File: src/rtl/ippro_stream_fifo_pkg.sv
// Shared constants and flag helpers for the IPPro inter-core stream FIFO.
// The optional high-water-mark feature is enabled by IPPRO_FIFO_HWM_EN.
package ippro_stream_fifo_pkg;

    localparam int FIFO_DATASIZE     = 32;
    localparam int FIFO_DEPTH        = 32;
    localparam int FIFO_AFULL_MARGIN = 4;

    typedef struct packed {
        logic empty;
        logic full;
        logic afull;
    } fifo_flags_t;

    function automatic fifo_flags_t flags_from_count(input int count,
                                                     input int depth,
                                                     input int afull_th);
        fifo_flags_t f;
        f.empty = (count == 0);
        f.full  = (count == depth);
        f.afull = (count >= afull_th);
        return f;
    endfunction

endpackage

File: src/rtl/ippro_fifo_ram.sv
// Simple dual-port DEPTH x DATA_W storage: synchronous write, registered read.
// Only the read register is reset/cleared; the array itself keeps its contents.
module ippro_fifo_ram #(
    parameter int DATA_W = 32,
    parameter int DEPTH  = 32,
    parameter int ADDR_W = $clog2(DEPTH)
) (
    input  logic                     CLK,
    input  logic                     RESET,
    input  logic                     CLR,
    input  logic                     i_we,
    input  logic [ADDR_W-1:0]        i_waddr,
    input  logic signed [DATA_W-1:0] i_wdata,
    input  logic                     i_re,
    input  logic [ADDR_W-1:0]        i_raddr,
    output logic signed [DATA_W-1:0] o_rdata
);

    logic signed [DATA_W-1:0] r_mem [DEPTH];
    logic signed [DATA_W-1:0] r_rdata;

    always_ff @(posedge CLK) begin
        if (i_we) begin
            r_mem[i_waddr] <= i_wdata;
        end
    end

    // Read register holds its value between pops.
    always_ff @(posedge CLK or negedge RESET) begin
        if (!RESET) begin
            r_rdata <= '0;
        end else if (CLR) begin
            r_rdata <= '0;
        end else if (i_re) begin
            r_rdata <= r_mem[i_raddr];
        end
    end

    assign o_rdata = r_rdata;

endmodule

File: src/rtl/ippro_stream_fifo.sv
// Single-clock stream FIFO between IPPro cores with registered flags and sticky errors.
// Define IPPRO_FIFO_HWM_EN to add the HWM output and HWM_CLR input.
module ippro_stream_fifo
    import ippro_stream_fifo_pkg::*;
#(
    parameter  int DATA_W   = FIFO_DATASIZE,
    parameter  int DEPTH    = FIFO_DEPTH,
    parameter  int AFULL_TH = DEPTH - FIFO_AFULL_MARGIN,
    localparam int ADDR_W   = $clog2(DEPTH)
) (
    input  logic                     CLK,
    input  logic                     RESET,
    input  logic                     CLR,
    input  logic                     WR_EN,
    input  logic signed [DATA_W-1:0] WR_DATA,
    output logic                     FULL,
    output logic                     AFULL,
    input  logic                     RD_EN,
    output logic signed [DATA_W-1:0] RD_DATA,
    output logic                     RD_VALID,
    output logic                     EMPTY,
    output logic [ADDR_W:0]          COUNT,
    output logic                     OVF,
    output logic                     UDF
`ifdef IPPRO_FIFO_HWM_EN
   ,input  logic                     HWM_CLR,
    output logic [ADDR_W:0]          HWM
`endif
);

    logic [ADDR_W-1:0] r_wptr;
    logic [ADDR_W-1:0] r_rptr;
    logic [ADDR_W:0]   r_count;
    logic              r_empty;
    logic              r_full;
    logic              r_afull;
    logic              r_rd_valid;
    logic              r_ovf;
    logic              r_udf;

    logic              w_push;
    logic              w_pop;
    logic              w_ovf_evt;
    logic              w_udf_evt;
    logic [ADDR_W:0]   w_count_nxt;
    fifo_flags_t       w_flags_nxt;

    // Acceptance uses only registered flags, so a same-cycle pop never frees room for a push.
    always_comb begin
        w_push      = WR_EN & ~r_full  & ~CLR;
        w_pop       = RD_EN & ~r_empty & ~CLR;
        w_ovf_evt   = WR_EN &  r_full  & ~CLR;
        w_udf_evt   = RD_EN &  r_empty & ~CLR;
        w_count_nxt = '0;
        if (!CLR) begin
            w_count_nxt = r_count + (ADDR_W+1)'(w_push) - (ADDR_W+1)'(w_pop);
        end
        w_flags_nxt = flags_from_count(int'(w_count_nxt), DEPTH, AFULL_TH);
    end

    always_ff @(posedge CLK or negedge RESET) begin
        if (!RESET) begin
            r_wptr     <= '0;
            r_rptr     <= '0;
            r_count    <= '0;
            r_empty    <= 1'b1;
            r_full     <= 1'b0;
            r_afull    <= 1'b0;
            r_rd_valid <= 1'b0;
            r_ovf      <= 1'b0;
            r_udf      <= 1'b0;
        end else begin
            r_count    <= w_count_nxt;
            r_empty    <= w_flags_nxt.empty;
            r_full     <= w_flags_nxt.full;
            r_afull    <= w_flags_nxt.afull;
            r_rd_valid <= w_pop;
            if (CLR) begin
                r_wptr <= '0;
                r_rptr <= '0;
                r_ovf  <= 1'b0;
                r_udf  <= 1'b0;
            end else begin
                if (w_push) begin
                    r_wptr <= r_wptr + 1'b1;
                end
                if (w_pop) begin
                    r_rptr <= r_rptr + 1'b1;
                end
                r_ovf <= r_ovf | w_ovf_evt;
                r_udf <= r_udf | w_udf_evt;
            end
        end
    end

    ippro_fifo_ram #(
        .DATA_W (DATA_W),
        .DEPTH  (DEPTH),
        .ADDR_W (ADDR_W)
    ) u_ram (
        .CLK     (CLK),
        .RESET   (RESET),
        .CLR     (CLR),
        .i_we    (w_push),
        .i_waddr (r_wptr),
        .i_wdata (WR_DATA),
        .i_re    (w_pop),
        .i_raddr (r_rptr),
        .o_rdata (RD_DATA)
    );

`ifdef IPPRO_FIFO_HWM_EN
    logic [ADDR_W:0] r_hwm;

    // CLR drives next count to zero, so the max naturally retains the mark.
    always_ff @(posedge CLK or negedge RESET) begin
        if (!RESET) begin
            r_hwm <= '0;
        end else if (HWM_CLR) begin
            r_hwm <= '0;
        end else if (w_count_nxt > r_hwm) begin
            r_hwm <= w_count_nxt;
        end
    end

    assign HWM = r_hwm;
`endif

    assign COUNT    = r_count;
    assign EMPTY    = r_empty;
    assign FULL     = r_full;
    assign AFULL    = r_afull;
    assign RD_VALID = r_rd_valid;
    assign OVF      = r_ovf;
    assign UDF      = r_udf;

endmodule

File: config.mk
export PLATFORM = sky130hd
export DESIGN_NAME = ippro_stream_fifo
export DESIGN_NICKNAME = d
export VERILOG_FILES = /design/src/rtl/ippro_stream_fifo_pkg.sv /design/src/rtl/ippro_fifo_ram.sv /design/src/rtl/ippro_stream_fifo.sv
export SDC_FILE = /design/constraint.sdc
export NUM_CORES = 1
export LEC_CHECK = 0
export ABC_AREA = 1
export BUFFER_PORTS_ARGS = -buffer_cell sky130_fd_sc_hd__buf_2
export CAP_MARGIN = 20
export CORE_MARGIN = 10
export CORE_UTILIZATION = 57
export CTS_CLUSTER_DIAMETER = 30
export DETAILED_ROUTE_END_ITERATION = 10
export MAX_ROUTING_LAYER = met4
export PLACE_DENSITY_LB_ADDON = 0.1
export SLEW_MARGIN = 20
export SYNTH_ARGS = -nofsm -noshare
export SYNTH_HDL_FRONTEND = slang
export SYNTH_SLANG_ARGS = --single-unit
File: constraint.sdc
create_clock -name CLK -period 2.8 [get_ports CLK]
set_clock_uncertainty 0.2 [all_clocks]
set_input_delay 0.28 -clock CLK [delete_from_list [all_inputs] [get_ports CLK]]
set_output_delay 0.28 -clock CLK [all_outputs]
set_load 0.01 [all_outputs]
==> impl_summary.txt <==
----------------------------------------------------
[GRT]
  Total GRT Usage ... 28.3%
  GRT met1 Usage ... 37.3%
  Wire length of the first global-routing pass ... between 150000 and 200000 um
  Met3 track utilization from global routing ... 5.18%
  Global-route layer with the greatest usage ... met2
  Antenna violations before repair ... 2
  Maximum number of pins on one net before global-route repair ... 132
  GRT Residual Overflow ... 0
  Number of global-route vias before repair ... between 30000 and 40000
  GR Util met2 ... 44.3%

[Clock tree]
  TritonCTS clock tree ... yes
  Buffer depth of the longest clock path ... 3
  Clock latency on the worst-skew pair ... between 0.7 and 0.8 ns
  CTS HTree Levels ... 4
  Inserted Clock Buffers ... between 150 and 200
  Cell at the root of the clock tree ... sky130_fd_sc_hd__clkbuf_16
  TritonCTS Sinks ... around 1100
  Clk pin slew, worst setup/hold paths ... 0.05 ns

[Placed design]
  Area post-placement ... approximately 48000 um2
  Placer's final routability congestion estimate ... 0.812
  Detailed placer's ending HPWL ... 64700 um
  Minimum setup slack after placement ... 0.113 ns
  Quantity of I/O buffers inserted on ports ... 80

[Synth]
  Synthesized instance count ... 4186
  Area leader, netlist ... sky130_fd_sc_hd__edfxtp_1
  Number of synthesized flops with an enable pin ... a little over 1000
  Flip-flop and latch count after synthesis ... 1078
  Most common cell in the netlist ... sky130_fd_sc_hd__nand2_1
  Cells taking the most area after synthesis ... sky130_fd_sc_hd__edfxtp_1 68%, sky130_fd_sc_hd__nand2_1 12%, sky130_fd_sc_hd__nand3_1 6.8%, sky130_fd_sc_hd__inv_1 3.7%, sky130_fd_sc_hd__dfrtp_1 2.9%
  Yosys cell types ... 26
  Fraction of synthesized cell area taken by the top area cell type ... between 60 and 70%
  Synth top cells by count ... 1437 x sky130_fd_sc_hd__nand2_1, 1024 x sky130_fd_sc_hd__edfxtp_1, 617 x sky130_fd_sc_hd__nand3_1, 450 x sky130_fd_sc_hd__inv_1, 244 x sky130_fd_sc_hd__nor2_1
  Part of the Yosys area used for sequential elements ... 71.2%
  Netlist Area Pre-Place ... 45100 um2
  Synth async-reset ratio ... under 10%
  Most common flop cell mapped by yosys ... sky130_fd_sc_hd__edfxtp_1
  Number of nets produced by synthesis ... 4235
  Count of synthesis-stage warnings from yosys ... 0
  Mean area per synthesized cell ... 10.8 um2

[Routing]
  Number of violations reported at the end of detailed-routing iteration 0 ... between 3000 and 4000
  Final wirelength ... 125000 um
  Final routed wire length divided by cell count ... 22.2 um
  TritonRoute pass-1 iters ... 7
  Number of routed nets with antenna violations ... 0
  Via-per-instance ratio ... 5.55
  Remaining DRCs ... 0
  Via Count ... approximately 31000

[STA]
  Final clock period utilization by the worst path ... approximately 93%
  Max-slew violation count ... 0
  Unrepaired setup endpoints after global routing ... no
  Final number of setup-violating endpoints ... 0
  Peak clock frequency supported by timing ... 0.382 GHz
  Final critical path time including I/O delays and setup ... 2.62 ns
  Final Hold Fails ... 0
  Rel. slew slack ... 43.9%
  Post-layout worst setup margin ... 0.182 ns
  Actual transition at the worst max-transition pin ... 0.842 ns

[Floorplan]
  Core outline area ... 78700 um2
  I/O pin count ... approximately 80
  Total die area ... 90800 um2
  Die height ... 301 um
  Starting Density ... 57.3%
  Die outline width ... 301 um
  Cell row count ... approximately 100

[Power and ir drop]
  Power Total ... 46100 uW
  Relative contribution of the clock network to total power ... approximately 50%
  Net switching power of the design ... between 10000 and 15000 uW
  Share of total power in combinational logic ... roughly 11%
  Power density over the cells ... 845 nW/um2
  Register share of total power ... roughly two fifths
  Share of total power consumed by net switching ... 25.4%
  Worst vdd rail ir drop ... 0.636 mV
  P_leak ... about 0.022 uW
  Internal power ... 34400 uW

[Setup path]
  Worst Path Required ... around 3.2 ns
  Category of the most critical setup path ... flip-flop to flip-flop
  Start point of the critical path ... EMPTY
  Category of the worst setup path capture point ... flip-flop
  Startpoint type of the worst setup path ... flip-flop
  Reg-to-Reg End ... FULL
  Reg2reg setup slack ... around 0.18 ns
  Maximum fanout along the worst path ... 3
  Capturing instance or port of the critical path ... FULL
  WP data arrival ... 3.06 ns
  Startpoint of the worst register-to-register path ... EMPTY
  Number of cells on the worst reg-to-reg path ... 16

[Finish]
  Sequential Area ... 32100 um2
  Layout overhead on the synthesized area ... 21.0%
  Finished Cell Area ... about 55000 um2
  Filler cells ... 5613
  Final cell utilization of the core ... between 60 and 70%
  Footprint of the multi-input gates ... 10500 um2
  Final net count ... 4459
  Proportion of layout cells with a drive suffix above 1 ... approximately 13%

[Worst hold path]
  Min-Delay Path Class ... input pin to flip-flop

[Flow run]
  Total of max-cap violations ... 0

[Outcome]
  Result of the run ... complete, no violations

----------------------------------------------------
[metal layers]
| metal | vias up | wire (um) |
|---|---|---|
| li1 | 14400 | - |
| met1 | 15100 | 50600 |
| met2 | 1459 | 60000 |
| met3 | 284 | 10500 |
| met4 | 0 | 3710 |
| met5 | - | 0 |
[what timing repair did]
action,4_1_cts,5_1_grt
hold buffers,40,0
endpoints found under the setup margin,0,4
setup buffers,0,2
hold endpoints to repair,1110,0
resized for setup,0,8
[how the worst min path moves through the flow]
stage                     start       end  slack [ns]  depth (start not counted)
after CTS                   CLR  COUNT[1]        0.17                          3
after global placement    RESET  COUNT[5]        0.24                          1
after global routing        CLR  COUNT[1]        0.24                          3
after detailed placement  RESET      FULL        0.24                          1
after floorplan           RESET     AFULL       -0.22                          0
final                       CLR  COUNT[1]        0.22                          3
[cell type report]
cell class / instances / area share, %
timing repair buffer: 254 / 4.53
sequential: 1078 / 58.8
antenna: 2 / 0.00917
inverter: 453 / 3.15
multi-input combinational: 2435 / 19.2
tap: 1050 / 2.41
clock inverter: 143 / 2.96
clock buffer: 209 / 8.92
[sequential cells by signal, summed over array words and instances (netlist names), 5 cells and up]
name and cells:
u_ram.o_rdata 32, COUNT 6, u_ram.r_mem 1024, r_rptr 5, r_wptr 5
[per-stage QoR]
| stage | setup TNS [ns] | hold WS, ns | std cells |
|---|---|---|---|
| 3_3_place_gp | 0 | 0.242 | 5228 |
| 5_1_grt | 0 | 0.243 | 5624 |
| 4_1_cts | 0 | 0.169 | 5620 |
| 3_5_place_dp | 0 | 0.241 | 5228 |
| 6_report | 0 | 0.224 | 5624 |
| 2_1_floorplan | -97.04 | -0.216 | 4186 |
[worst max-delay path: stages (launching register included)]
cell and delay (ns):
sky130_fd_sc_hd__dfstp_2 0.54, sky130_fd_sc_hd__nor2_1 0.07, sky130_fd_sc_hd__inv_2 0.08, sky130_fd_sc_hd__nor2_4 0.03, sky130_fd_sc_hd__ha_1 0.28, sky130_fd_sc_hd__inv_1 0.06, sky130_fd_sc_hd__ha_2 0.17, sky130_fd_sc_hd__inv_1 0.06
sky130_fd_sc_hd__fa_2 0.35, sky130_fd_sc_hd__inv_2 0.06, sky130_fd_sc_hd__nand2_1 0.07, sky130_fd_sc_hd__a21oi_2 0.16, sky130_fd_sc_hd__nor2_1 0.06, sky130_fd_sc_hd__nand2_1 0.08, sky130_fd_sc_hd__nand3_2 0.09, sky130_fd_sc_hd__nand3b_1 0.12
sky130_fd_sc_hd__nor2_1 0.05
[cells in the final DEF, fill, tap and decap left out, drive strengths merged, types with 25 or more instances in the layout]
cell / count
nand2: 1437
edfxtp: 1024
nand3: 617
inv: 469
nor2: 244
buf: 214
clkbuf: 209
clkinv: 78
a21oi: 74
dfrtp: 53
o21ai: 42
dlygate4sd3: 40
bufinv: 25
[kinds of logic after synthesis]
logic type,Yosys count,share of synthesized area (%)
compound gates,120,1.35
xor+xnor,1,0.0194
fa+ha+maj,12,0.349
buf+inv,673,6.24
flops,1078,71.2
simple gates,2302,20.9
[power groups by stage]
stage	sequential, uW	clock, uW	combinational (uW)
3_5_place_dp	18500	0	4800
4_1_cts	18200	23200	4900
5_1_grt	18200	24000	5530
3_3_place_gp	18500	0	4740
6_report	18200	23000	4970
2_1_floorplan	18500	0	3110
Note: power is estimated with default switching activity, not from simulation.
